$ cat src/rtl/clock_ui_ctrl.sv
`default_nettype none
// ============================================================================
// clock_ui_ctrl : key debounce, mode FSM, stopwatch run/stop, alarm ring/snooze.
// Optional feature macro: CLOCK_UI_AUTOREPEAT_EN (inc-key auto-repeat). Rev 1.0
// ============================================================================
module clock_ui_ctrl #(
    parameter int unsigned DEBOUNCE_CYC     = 1000000,
    parameter int unsigned REPEAT_DELAY_CYC = 25000000,
    parameter int unsigned REPEAT_RATE_CYC  = 5000000,
    parameter int unsigned RING_SEC         = 30
) (
    input  logic       clk,
    input  logic       rst,
    input  logic [3:0] key_n,
    input  logic       tick_1hz,
    input  logic       alarm_match,
    output logic [1:0] select,
    output logic [1:0] change_select,
    output logic       inc_pulse,
    output logic       sw_run,
    output logic       alarm_ring,
    output logic       alarm_led
);
    localparam int DB_W   = $clog2(DEBOUNCE_CYC) + 1;
    localparam int RING_W = $clog2(RING_SEC + 1);

    typedef enum logic [1:0] {
        NORMAL    = 2'd0,
        SET_TIME  = 2'd1,
        SET_ALARM = 2'd2,
        STOPWATCH = 2'd3
    } mode_e;

    logic [3:0]        sync1_q, sync1_d, sync2_q, sync2_d;
    logic [3:0]        deb_q, deb_d, press_q, press_d;
    logic [DB_W-1:0]   db_cnt_q [4];
    logic [DB_W-1:0]   db_cnt_d [4];
    mode_e             state_q, state_d;
    logic [1:0]        field_q, field_d;
    logic              inc_q, inc_d, run_q, run_d;
    logic              ring_q, ring_d, led_q, led_d, prev_match_q, prev_match_d;
    logic [RING_W-1:0] ring_cnt_q, ring_cnt_d;
    logic              set_mode, ring_start, consumed, rpt_fire;
    logic              mode_ev, field_ev, inc_ev, run_ev;
    logic [3:0]        act;

    // Key levels are tracked as "pressed = 1" after the synchronizer.
    always_comb begin
        sync1_d = ~key_n;
        sync2_d = sync1_q;
        deb_d   = deb_q;
        for (int i = 0; i < 4; i++) begin
            db_cnt_d[i] = '0;
            if (sync2_q[i] != deb_q[i]) begin
                if (db_cnt_q[i] == DB_W'(DEBOUNCE_CYC - 1)) begin
                    deb_d[i] = sync2_q[i];
                end else begin
                    db_cnt_d[i] = db_cnt_q[i] + 1'b1;
                end
            end
        end
        press_d = deb_d & ~deb_q;
    end

    // Event decode: a press during (or coinciding with the start of) a ring only snoozes.
    always_comb begin
        set_mode   = (state_q == SET_TIME) || (state_q == SET_ALARM);
        ring_start = tick_1hz && alarm_match && !prev_match_q && !ring_q;
        consumed   = (|press_q) && (ring_q || ring_start);
        act        = consumed ? 4'b0000 : press_q;
        mode_ev    = act[0];
        field_ev   = act[1] && !act[0];
        inc_ev     = act[2] && !(|act[1:0]);
        run_ev     = act[3] && !(|act[2:0]);
    end

`ifdef CLOCK_UI_AUTOREPEAT_EN
    localparam int unsigned RPT_MAX = (REPEAT_DELAY_CYC > REPEAT_RATE_CYC) ?
                                      REPEAT_DELAY_CYC : REPEAT_RATE_CYC;
    localparam int RPT_W = $clog2(RPT_MAX) + 1;

    logic             rpt_on_q, rpt_on_d, rpt_rate_q, rpt_rate_d;
    logic [RPT_W-1:0] rpt_cnt_q, rpt_cnt_d;

    // Counter holds the cycle index since the last pulse; first period is the hold delay.
    always_comb begin
        rpt_on_d   = rpt_on_q;
        rpt_rate_d = rpt_rate_q;
        rpt_cnt_d  = rpt_cnt_q;
        rpt_fire   = 1'b0;
        if (inc_ev && set_mode) begin
            rpt_on_d   = 1'b1;
            rpt_rate_d = 1'b0;
            rpt_cnt_d  = RPT_W'(1);
        end else if (rpt_on_q) begin
            if (!deb_q[2] || !set_mode || mode_ev || ring_q || ring_start) begin
                rpt_on_d  = 1'b0;
                rpt_cnt_d = '0;
            end else if (rpt_cnt_q == (rpt_rate_q ? RPT_W'(REPEAT_RATE_CYC)
                                                  : RPT_W'(REPEAT_DELAY_CYC))) begin
                rpt_fire   = 1'b1;
                rpt_rate_d = 1'b1;
                rpt_cnt_d  = RPT_W'(1);
            end else begin
                rpt_cnt_d = rpt_cnt_q + 1'b1;
            end
        end
    end

    always_ff @(posedge clk) begin
        if (rst) begin
            rpt_on_q   <= 1'b0;
            rpt_rate_q <= 1'b0;
            rpt_cnt_q  <= '0;
        end else begin
            rpt_on_q   <= rpt_on_d;
            rpt_rate_q <= rpt_rate_d;
            rpt_cnt_q  <= rpt_cnt_d;
        end
    end
`else
    always_comb rpt_fire = 1'b0;

    // Without auto-repeat the repeat timing parameters have no effect.
    if (REPEAT_RATE_CYC > REPEAT_DELAY_CYC) begin : g_rpt_timing_unused
    end
`endif

    always_comb begin
        state_d = state_q;
        field_d = field_q;
        run_d   = run_q;
        inc_d   = (inc_ev && set_mode) || rpt_fire;
        if (mode_ev) begin
            case (state_q)
                NORMAL:    state_d = SET_TIME;
                SET_TIME:  state_d = SET_ALARM;
                SET_ALARM: state_d = STOPWATCH;
                default:   state_d = NORMAL;
            endcase
            field_d = 2'd0;
            run_d   = 1'b0;
        end else if (field_ev && set_mode) begin
            field_d = (field_q == 2'd2) ? 2'd0 : field_q + 2'd1;
        end else if (run_ev && (state_q == STOPWATCH)) begin
            run_d = !run_q;
        end

        prev_match_d = tick_1hz ? alarm_match : prev_match_q;
        ring_d       = ring_q;
        led_d        = led_q;
        ring_cnt_d   = ring_cnt_q;
        if (consumed) begin
            ring_d     = 1'b0;
            led_d      = 1'b0;
            ring_cnt_d = '0;
        end else if (ring_start) begin
            ring_d     = 1'b1;
            led_d      = 1'b1;
            ring_cnt_d = RING_W'(RING_SEC);
        end else if (ring_q && tick_1hz) begin
            if (ring_cnt_q <= RING_W'(1)) begin
                ring_d     = 1'b0;
                led_d      = 1'b0;
                ring_cnt_d = '0;
            end else begin
                ring_cnt_d = ring_cnt_q - 1'b1;
                led_d      = !led_q;
            end
        end
    end

    always_ff @(posedge clk) begin
        if (rst) begin
            sync1_q      <= '0;
            sync2_q      <= '0;
            deb_q        <= '0;
            press_q      <= '0;
            for (int i = 0; i < 4; i++) db_cnt_q[i] <= '0;
            state_q      <= NORMAL;
            field_q      <= 2'd0;
            inc_q        <= 1'b0;
            run_q        <= 1'b0;
            ring_q       <= 1'b0;
            led_q        <= 1'b0;
            prev_match_q <= 1'b0;
            ring_cnt_q   <= '0;
        end else begin
            sync1_q      <= sync1_d;
            sync2_q      <= sync2_d;
            deb_q        <= deb_d;
            press_q      <= press_d;
            for (int i = 0; i < 4; i++) db_cnt_q[i] <= db_cnt_d[i];
            state_q      <= state_d;
            field_q      <= field_d;
            inc_q        <= inc_d;
            run_q        <= run_d;
            ring_q       <= ring_d;
            led_q        <= led_d;
            prev_match_q <= prev_match_d;
            ring_cnt_q   <= ring_cnt_d;
        end
    end

    assign select        = state_q;
    assign change_select = field_q;
    assign inc_pulse     = inc_q;
    assign sw_run        = run_q;
    assign alarm_ring    = ring_q;
    assign alarm_led     = led_q;

endmodule
`default_nettype wire

$ cat config.mk
export PLATFORM = sky130hd
export DESIGN_NAME = clock_ui_ctrl
export DESIGN_NICKNAME = d
export VERILOG_FILES = /design/src/rtl/clock_ui_ctrl.sv
export SDC_FILE = /design/constraint.sdc
export NUM_CORES = 1
export LEC_CHECK = 0
export ABC_AREA = 1
export CORE_MARGIN = 10
export CORE_UTILIZATION = 40
export CTS_CLUSTER_DIAMETER = 60
export DETAILED_ROUTE_END_ITERATION = 6
export MAX_ROUTING_LAYER = met4
export PLACE_DENSITY = 0.55
export RECOVER_POWER = 25
export SLEW_MARGIN = 10
export SYNTH_ARGS = -nofsm -noshare
export SYNTH_HDL_FRONTEND = slang
export SYNTH_SLANG_ARGS = --single-unit
export TNS_END_PERCENT = 30
$ cat constraint.sdc
create_clock -name clk -period 1.3 [get_ports clk]
set_input_delay 0.13 -clock clk [delete_from_list [all_inputs] [get_ports clk]]
set_output_delay 0.13 -clock clk [all_outputs]
set_load 0.02 [all_outputs]
Word level (Yosys, flattened, before mapping) --
Memories as Yosys holds them, arrays and structs flattened. Index checks and enable logic that the tools add are counted.
Word-level totals: flip-flop bits (word level) 30, RAM bits 84, input bits 8, output and inout port bits 8, word-level logic and storage cells 107, memories 1
Cells by class: add/sub/neg operators 6, $lt $le $gt $ge 1, equal/unequal tests 12, multiplexer cells 35, bitwise logic cells 8, reductions and logical operators 31
Memory list:
- db_cnt_q | depth 4, width 21, rd ports 4, clocked after memory_dff 0, wr ports 4, RTL line 36 | logic [DB_W-1:0] db_cnt_q [4];
Operators by type and width (count):
- $mux 21 | 12
- $add 21x1->21 const B | 4
- $eq 21x20->1 const B | 4
- $mux 1 | 17
- $mux 5 | 3
- $logic_and 1x1->1 | 11
- $not 4->4 | 2
- $logic_not 1->1 | 7
- $eq 2x2->1 const B | 3
- $pmux 2 s3 | 1
- $reduce_or 2->1 | 3
- $reduce_or 3->1 | 2
- $le 5x1->1 const B | 1
- $sub 5x1->5 const B | 1
- $and 4x4->4 | 1
- $mux 4 | 1
- $ne 1x1->1 | 4
- $or 1x1->1 | 4
- $reduce_and 2->1 | 2
- $reduce_bool 2->1 | 2
- $reduce_or 4->1 | 1
- $add 2x1->2 const B | 1
- $eq 2x1->1 const B | 1
- $logic_not 2->1 | 1
- other kinds (3) | 4

Depth between registers and ports, before layout --
Gate-level depths: netlist (run 1).
depth in word-level cells 11, mapped depth 9, gate-level depth less buffers 9

Worst setup path before layout (run 1) --
OpenSTA, ideal clock, no wires.
path kind register -> register, start mem db_cnt_q[2][0] (netlist name), end mem db_cnt_q[2][10] (netlist name), library setup time 114 ps, data arrival time 1367 ps, data required time 1186 ps, setup slack -182 ps, cell stages (with the launch flop) 10, buffers on the path 1, clock period less this slack 1482 ps, cells stage by stage dfxtp_1 > ha_1 > inv_1 > nor2_4 > nand2_4 > nor2_2 > nand3_2 > nand2_2 > buf_6 > nor2_1
RTL lines (RTL line):
- start, declared | 36

==> metrics, run 1 <==
Tcrit/Tclk final=105%; IO Pins=16; cell area after synthesis=0.00580 mm2; wire length per cell=11.5 um; Leak Pwr=2.96 nW; fmax=729 MHz; pin count of the biggest net entering global routing=22; Final #Nets=1051; post-route ant nets=0; Final Core Density=56.9%; worst reg2reg endpoint=db_cnt_q[2][3]; GRT overflow=0; CTS root buf=clkbuf_16; type of origin of the critical path=flop; initial antenna violation count=0; drt first pass iters=5; Die Ht=approximately 140 um; Peak VDD IR=slightly below 1 mV; Critical Path RT=1610 ps; gr usage total=between 10 and 15%; Reg area=0.00232 mm2; DRT iter0 DRCs=282; Pwr Total=8.19 mW; Clk pwr share=53.0%; top-area cell type share of the netlist area=39.4%; H-tree levels=4; post-detail-place hpwl=9.78 mm; HP Class=input port to flop; die area=0.0197 mm2; pwr dens=1030 mW/mm2; clk_lat worst skew=420 ps; Core ar.=about 0.014 mm2; fraction of layout cells with a size suffix above 1=a little over a quarter; ant diodes=0; combinational share of power=roughly 3.7%; GP Congestion=0.836; Setup Crit Path Kind=flop to flop; slowest CP cell=dfxtp_2; largest cells by area after synthesis=dfxtp_1 (39%), nand2_1 (15%), nor2_1 (12%); via/cell ratio=4.61; Final Setup Violations=67; failing checks=negative setup slack; Critical Path Max Stage Delay=350 ps; P&R area growth vs syn=37.9%; RSZ-0062 raised after global routing=true; Syn Nets=905; vias in the first global route=~5200; first-pass GRT wire length=22.8 mm; Worst R2R Start=db_cnt_q[2][0]; Die X=~140 um; Multi-input gate area=0.00332 mm2; maxcap violations=0; Initial Util=41.3%; sequential share of the synthesized area=39.4%; Slew Viols, Final=0; Switching Share=between 20% and 30%; WL final=14.1 mm; Mapped Avg Cell Area=approximately 6.5 um2; Top FF cell, synth=dfxtp_1; CTS Buf Count=17; Clock Skew=7.86 ps; Sequential Power Share=between 40% and 50%; final setup margin=-71.5 ps; FF+latch count, synth=114; CP Cell Sequence=ha_4 > inv_2 > nor2_4 > nand2_4 > nor2_4 > nand3_2 > nand2_4 > clkbuf_16 > nor2_1; asr flop ratio synth=0%; CTS tree=yes; Post-synth EDFFs=0; Worst setup EP type=flop; largest delay contributor family on the critical path=simple AND/OR/NAND/NOR gates; fillers=1357; cts-stage hold buffer count=0; Post-route DRC=0; Buf/Inv on CP=2; Crit path depth=9; Max Fanout on Critical Path=10; number of distinct library cells after synthesis=27; hold path endpoint=sync1_q[3]; reg2reg setup slack=-70 ps; area leader, netlist=dfxtp_1; Worst Hold Launch=key_n[3]; Psw=1.74 mW; Worst EP arrival=~1700 ps; most common cell in the netlist=nand2_1; buffer depth of the longest clock path=2; via count=5645; status=complete, but fails checks; PortBufs=15; hold path cells=2; CTS Sinks=114; fin crit period=1370 ps; Worst R2R Path Depth=9; Post-synth top cells=nand2_1 (239), nor2_1 (193), dfxtp_1 (114); num rows=43; Max-slew headroom=61.8%; Final Hold Vio Count=0; worst-margin pin slew=about 570 ps; CTS clock-pin slew for the worst setup and hold paths=50 ps; Synth Warn #=0; Synth Instances=approximately 890; Power Internal=between 6 and 7 mW
how the worst max path moves through the flow:
stage,from,to
after floorplan,db_cnt_q[0][0],db_cnt_q[0][4]
after global routing,db_cnt_q[2][1],db_cnt_q[2][14]
after detailed placement,rst,db_cnt_q[1][13]
after global placement,rst,db_cnt_q[1][11]
final,db_cnt_q[2][0],db_cnt_q[2][3]
after CTS,db_cnt_q[2][1],db_cnt_q[2][12]
kinds of logic (layout without fill, tap and decap cells):
| kind of cell | count (synthesis) | count (layout) | synth area share [%] |
|---|---|---|---|
| DFF | 114 | 114 | 39.4 |
| buffers and inverters | 120 | 277 | 8.67 |
| adders and majority gates | 9 | 9 | 1.94 |
| and+or+nand+nor | 531 | 531 | 38.1 |
| AOI/OAI and AO/OA | 85 | 85 | 7.55 |
| muxes | 1 | 1 | 0.173 |
| xor gates and xnor gates | 28 | 28 | 4.23 |
metrics by stage:
| step | cells | hold slack [ps] | TNS (ps) | setup slack (ps) | area [um2] |
|---|---|---|---|---|---|
| 3_3_place_gp | 1179 | 392 | -15120 | -211 | 6980 |
| 4_1_cts | 1215 | 207 | -2410 | -89.2 | 7650 |
| 3_5_place_dp | 1179 | 393 | -16950 | -250 | 6980 |
| 2_1_floorplan | 888 | 197 | -1760 | -44.5 | 5860 |
| 5_1_grt | 1225 | 219 | -9880 | -172 | 7990 |
| 6_report | 1225 | 211 | -2600 | -71.5 | 7990 |
registers in the layout, indices dropped and copies added (netlist names), 2 cells and up:
signal	cells
db_cnt_q	84
ring_cnt_q	5
deb_q	4
press_q	4
sync1_q	4
sync2_q	4
change_select	2
select	2
cell usage in the layout (no fill, tap or decap), drive strengths merged:
cell type and instances:
inv 110, nor3 6, dlygate4sd2 3, buf 118, o22ai 1, clkdlybuf4s15 2
o211ai 2, mux2i 1, o21bai 2, clkinv 5, o21ai 21, nor2 201
nand2 246, xor2 19, a31oi 1, nand4 14, or2 11, a21oi 58
bufinv 1, xnor2 9, nand3 53, clkbuf 31, ha 9, dlygate4sd3 1
dfxtp 114, clkdlybuf4s50 6
what timing repair did:
item / CTS / global route
endpoints found under the setup margin: 95 / 105
setup buffers: 5 / 7
gates cloned: 1 / 5
pin swaps: 2 / 21
gates resized for setup: 39 / 105
cell type report:
cell class / count / share of cell area [%]
timing repair buffer: 137 / 14.5
clock buffer: 24 / 6.15
clock inverter: 6 / 0.689
multi-input combinational: 654 / 41.5
inverter: 110 / 5.20
tap: 180 / 2.82
sequential: 114 / 29.1
power by group through the flow:
stage               Clock (mW)  Sequential, mW  Combinational, mW
floorplan                    0            3.63              0.150
global placement             0            3.63              0.273
detailed placement           0            3.63              0.275
CTS                       4.44            3.55              0.282
global route              4.61            3.55              0.337
finish                    4.34            3.55              0.302
layer usage:
metal	wire (um)	track usage, %
met2	6670	22.0
met5	0	-
met3	465	4.53
met1	6780	17.0
met4	184	4.89
Note: power is estimated with default switching activity, not from simulation.
==> run 2: changes to the inputs <==
--- a/config.mk
+++ b/config.mk
@@ -7,11 +7,11 @@
 export LEC_CHECK = 0
 export ABC_AREA = 1
 export CORE_MARGIN = 10
-export CORE_UTILIZATION = 40
+export CORE_UTILIZATION = 56
 export CTS_CLUSTER_DIAMETER = 60
 export DETAILED_ROUTE_END_ITERATION = 6
 export MAX_ROUTING_LAYER = met4
-export PLACE_DENSITY = 0.55
+export PLACE_DENSITY = 0.73
 export RECOVER_POWER = 25
 export SLEW_MARGIN = 10
 export SYNTH_ARGS = -nofsm -noshare
==> metrics, run 2 (same netlist as run 1, synthesis figures left out) <==
drt first pass iters=7 (was 5); post-route ant nets=0 (unchanged); Final Hold Vio Count=0 (unchanged); Critical Path RT=1730 ps (was 1610 ps); Max Fanout on Critical Path=5 (was 10); GRT Max-Usage Layer=met2 (unchanged); pin count of the biggest net entering global routing=22 (unchanged); dpl cells=1114 (was 1179); HP Class=input port to flop (unchanged); Leak Pwr=2.92 nW (was 2.96 nW); Worst EP arrival=1850 ps (was 1680 ps); dpl cell area=0.00678 mm2 (was 0.00698 mm2); IO Pins=16 (unchanged); Final Core Density=78.6% (was 56.9%); Core ar.=0.0102 mm2 (was 0.0140 mm2); fmax=706 MHz (was 729 MHz); Worst setup EP type=flop (unchanged); Final #Nets=1037 (was 1051); Clock Skew=8.93 ps (was 7.86 ps); pwr dens=1050 mW/mm2 (was 1030 mW/mm2); grt met2 use=35.0% (was 22.0%); fraction of layout cells with a size suffix above 1=28.8% (was 27.3%); failing checks=negative setup slack (unchanged); P&R area growth vs syn=38.0% (was 37.9%); Max-slew headroom=65.7% (was 61.8%); initial antenna violation count=0 (unchanged); via/cell ratio=5.30 (was 4.61); type of origin of the critical path=flop (unchanged); worst-margin pin slew=514 ps (was 573 ps); GRT overflow=0 (unchanged); Die Ht=122 um (was 140 um); gr usage total=20.3% (was 14.2%); Largest register FFs=84 (unchanged); CTS root buf=clkbuf_8 (was clkbuf_16); Tcrit/Tclk final=109% (was 105%); first-pass GRT wire length=24.2 mm (was 22.8 mm); CTS tree=yes (unchanged); global-route track usage on met1=21.9% (was 17.0%); Final Setup Violations=81 (was 67); Post-route DRC=0 (unchanged); leading cell type in the layout, fill and taps excluded=nand2_1 (unchanged); final setup margin=-117 ps (was -71.5 ps); die area=0.0148 mm2 (was 0.0197 mm2); final setup TNS=-4480 ps (was -2600 ps); DRT iter0 DRCs=656 (was 282); final instance area=0.00800 mm2 (was 0.00799 mm2); Finished Layout Cells=1169 (was 1225); H-tree levels=4 (unchanged); Largest regs=db_cnt_q x84, ring_cnt_q x5 (unchanged); CTS Buf Count=17 (unchanged); maxcap violations=0 (unchanged); Slew Viols, Final=0 (unchanged); wire length per cell=14.1 um (was 11.5 um); CTS Sinks=114 (unchanged); vias in the first global route=5697 (was 5197); cts-stage hold buffer count=0 (unchanged); reg2reg setup slack=-120 ps (was -70 ps); via count=6200 (was 5645); post-detail-place hpwl=9.71 mm (was 9.78 mm); GP Congestion=0.920 (was 0.836); ant diodes=0 (unchanged); RSZ-0062 raised after global routing=true (unchanged); Setup Crit Path Kind=flop to flop (unchanged); status=complete, but fails checks (unchanged); buffer depth of the longest clock path=2 (unchanged); clk_lat worst skew=540 ps (was 420 ps); WL final=16.5 mm (was 14.1 mm); num rows=37 (was 43); CTS clock-pin slew for the worst setup and hold paths=60 ps (was 50 ps); PortBufs=15 (unchanged); fin crit period=1420 ps (was 1370 ps); met3 Resource Use GR=5.23% (was 4.53%); commonest cells after routing, fill and taps aside=nand2_1 (225), nor2_1 (150), inv_1 (100) (was nand2_1 (223), nor2_1 (159), buf_4 (108)); Largest Register=db_cnt_q (unchanged); Die X=122 um (was 140 um); Peak VDD IR=1.48 mV (was 0.982 mV); Initial Util=56.9% (was 41.3%)
-- run 2: worst max-delay path, stage by stage (launching register included) --
cell       delay, ps
dfxtp_1          400
nand2_1          140
inv_1            140
nand2_4           70
nor2_4           120
nand3_4          100
nand2_8          130
clkbuf_16        170
nor2_1            40
-- run 2: metrics by stage --
| stage | hold WS, ps | power [mW] | setup WS, ps |
|---|---|---|---|
| floorplan | 197 | 3.78 | -44.5 |
| global placement | 397 | 3.88 | -227 |
| detailed placement | 400 | 3.89 | -269 |
| CTS | 101 | 8.37 | -53.0 |
| global route | 130 | 8.59 | -208 |
| finish | 113 | 8.37 | -117 |
-- run 2: cell type report --
type                    count  area [um2]
inverters                 110         415
fillers                   688        2180
repair buffers            123        1090
multi-input cells         654        3420
clock buffers              22         463
flip-flops and latches    114        2330
clock inverters            10         108
well taps                 136         170
-- run 2: timing repair --
item,CTS,global route
resized for setup,70,108
setup endpoints to repair,99,101
pin swaps,12,27
cloned,2,5
setup buffers,11,6
-- run 2: final timing paths --
check,start,endpoint,cells past startpoint
setup / recovery,db_cnt_q[1][5],db_cnt_q[1][19],8
hold reg to reg,sync1_q[3],sync2_q[3],2
hold / removal,key_n[3],sync1_q[3],2
setup reg to reg,db_cnt_q[1][5],db_cnt_q[1][19],8
-- run 2: report_power, final --
| group | internal (mW) | switching, mW |
|---|---|---|
| clock network | 2.86 | 1.64 |
| registers | 3.53 | 0.0269 |
| logic | 0.141 | 0.179 |
| total | 6.52 | 1.85 |
-- run 2: routing by layer --
metal  wire length (um)  share of wire [%]
met2               8360                 51
met3                899                5.5
met4                574                3.5
met5                  0                  0
met1               6650                 40
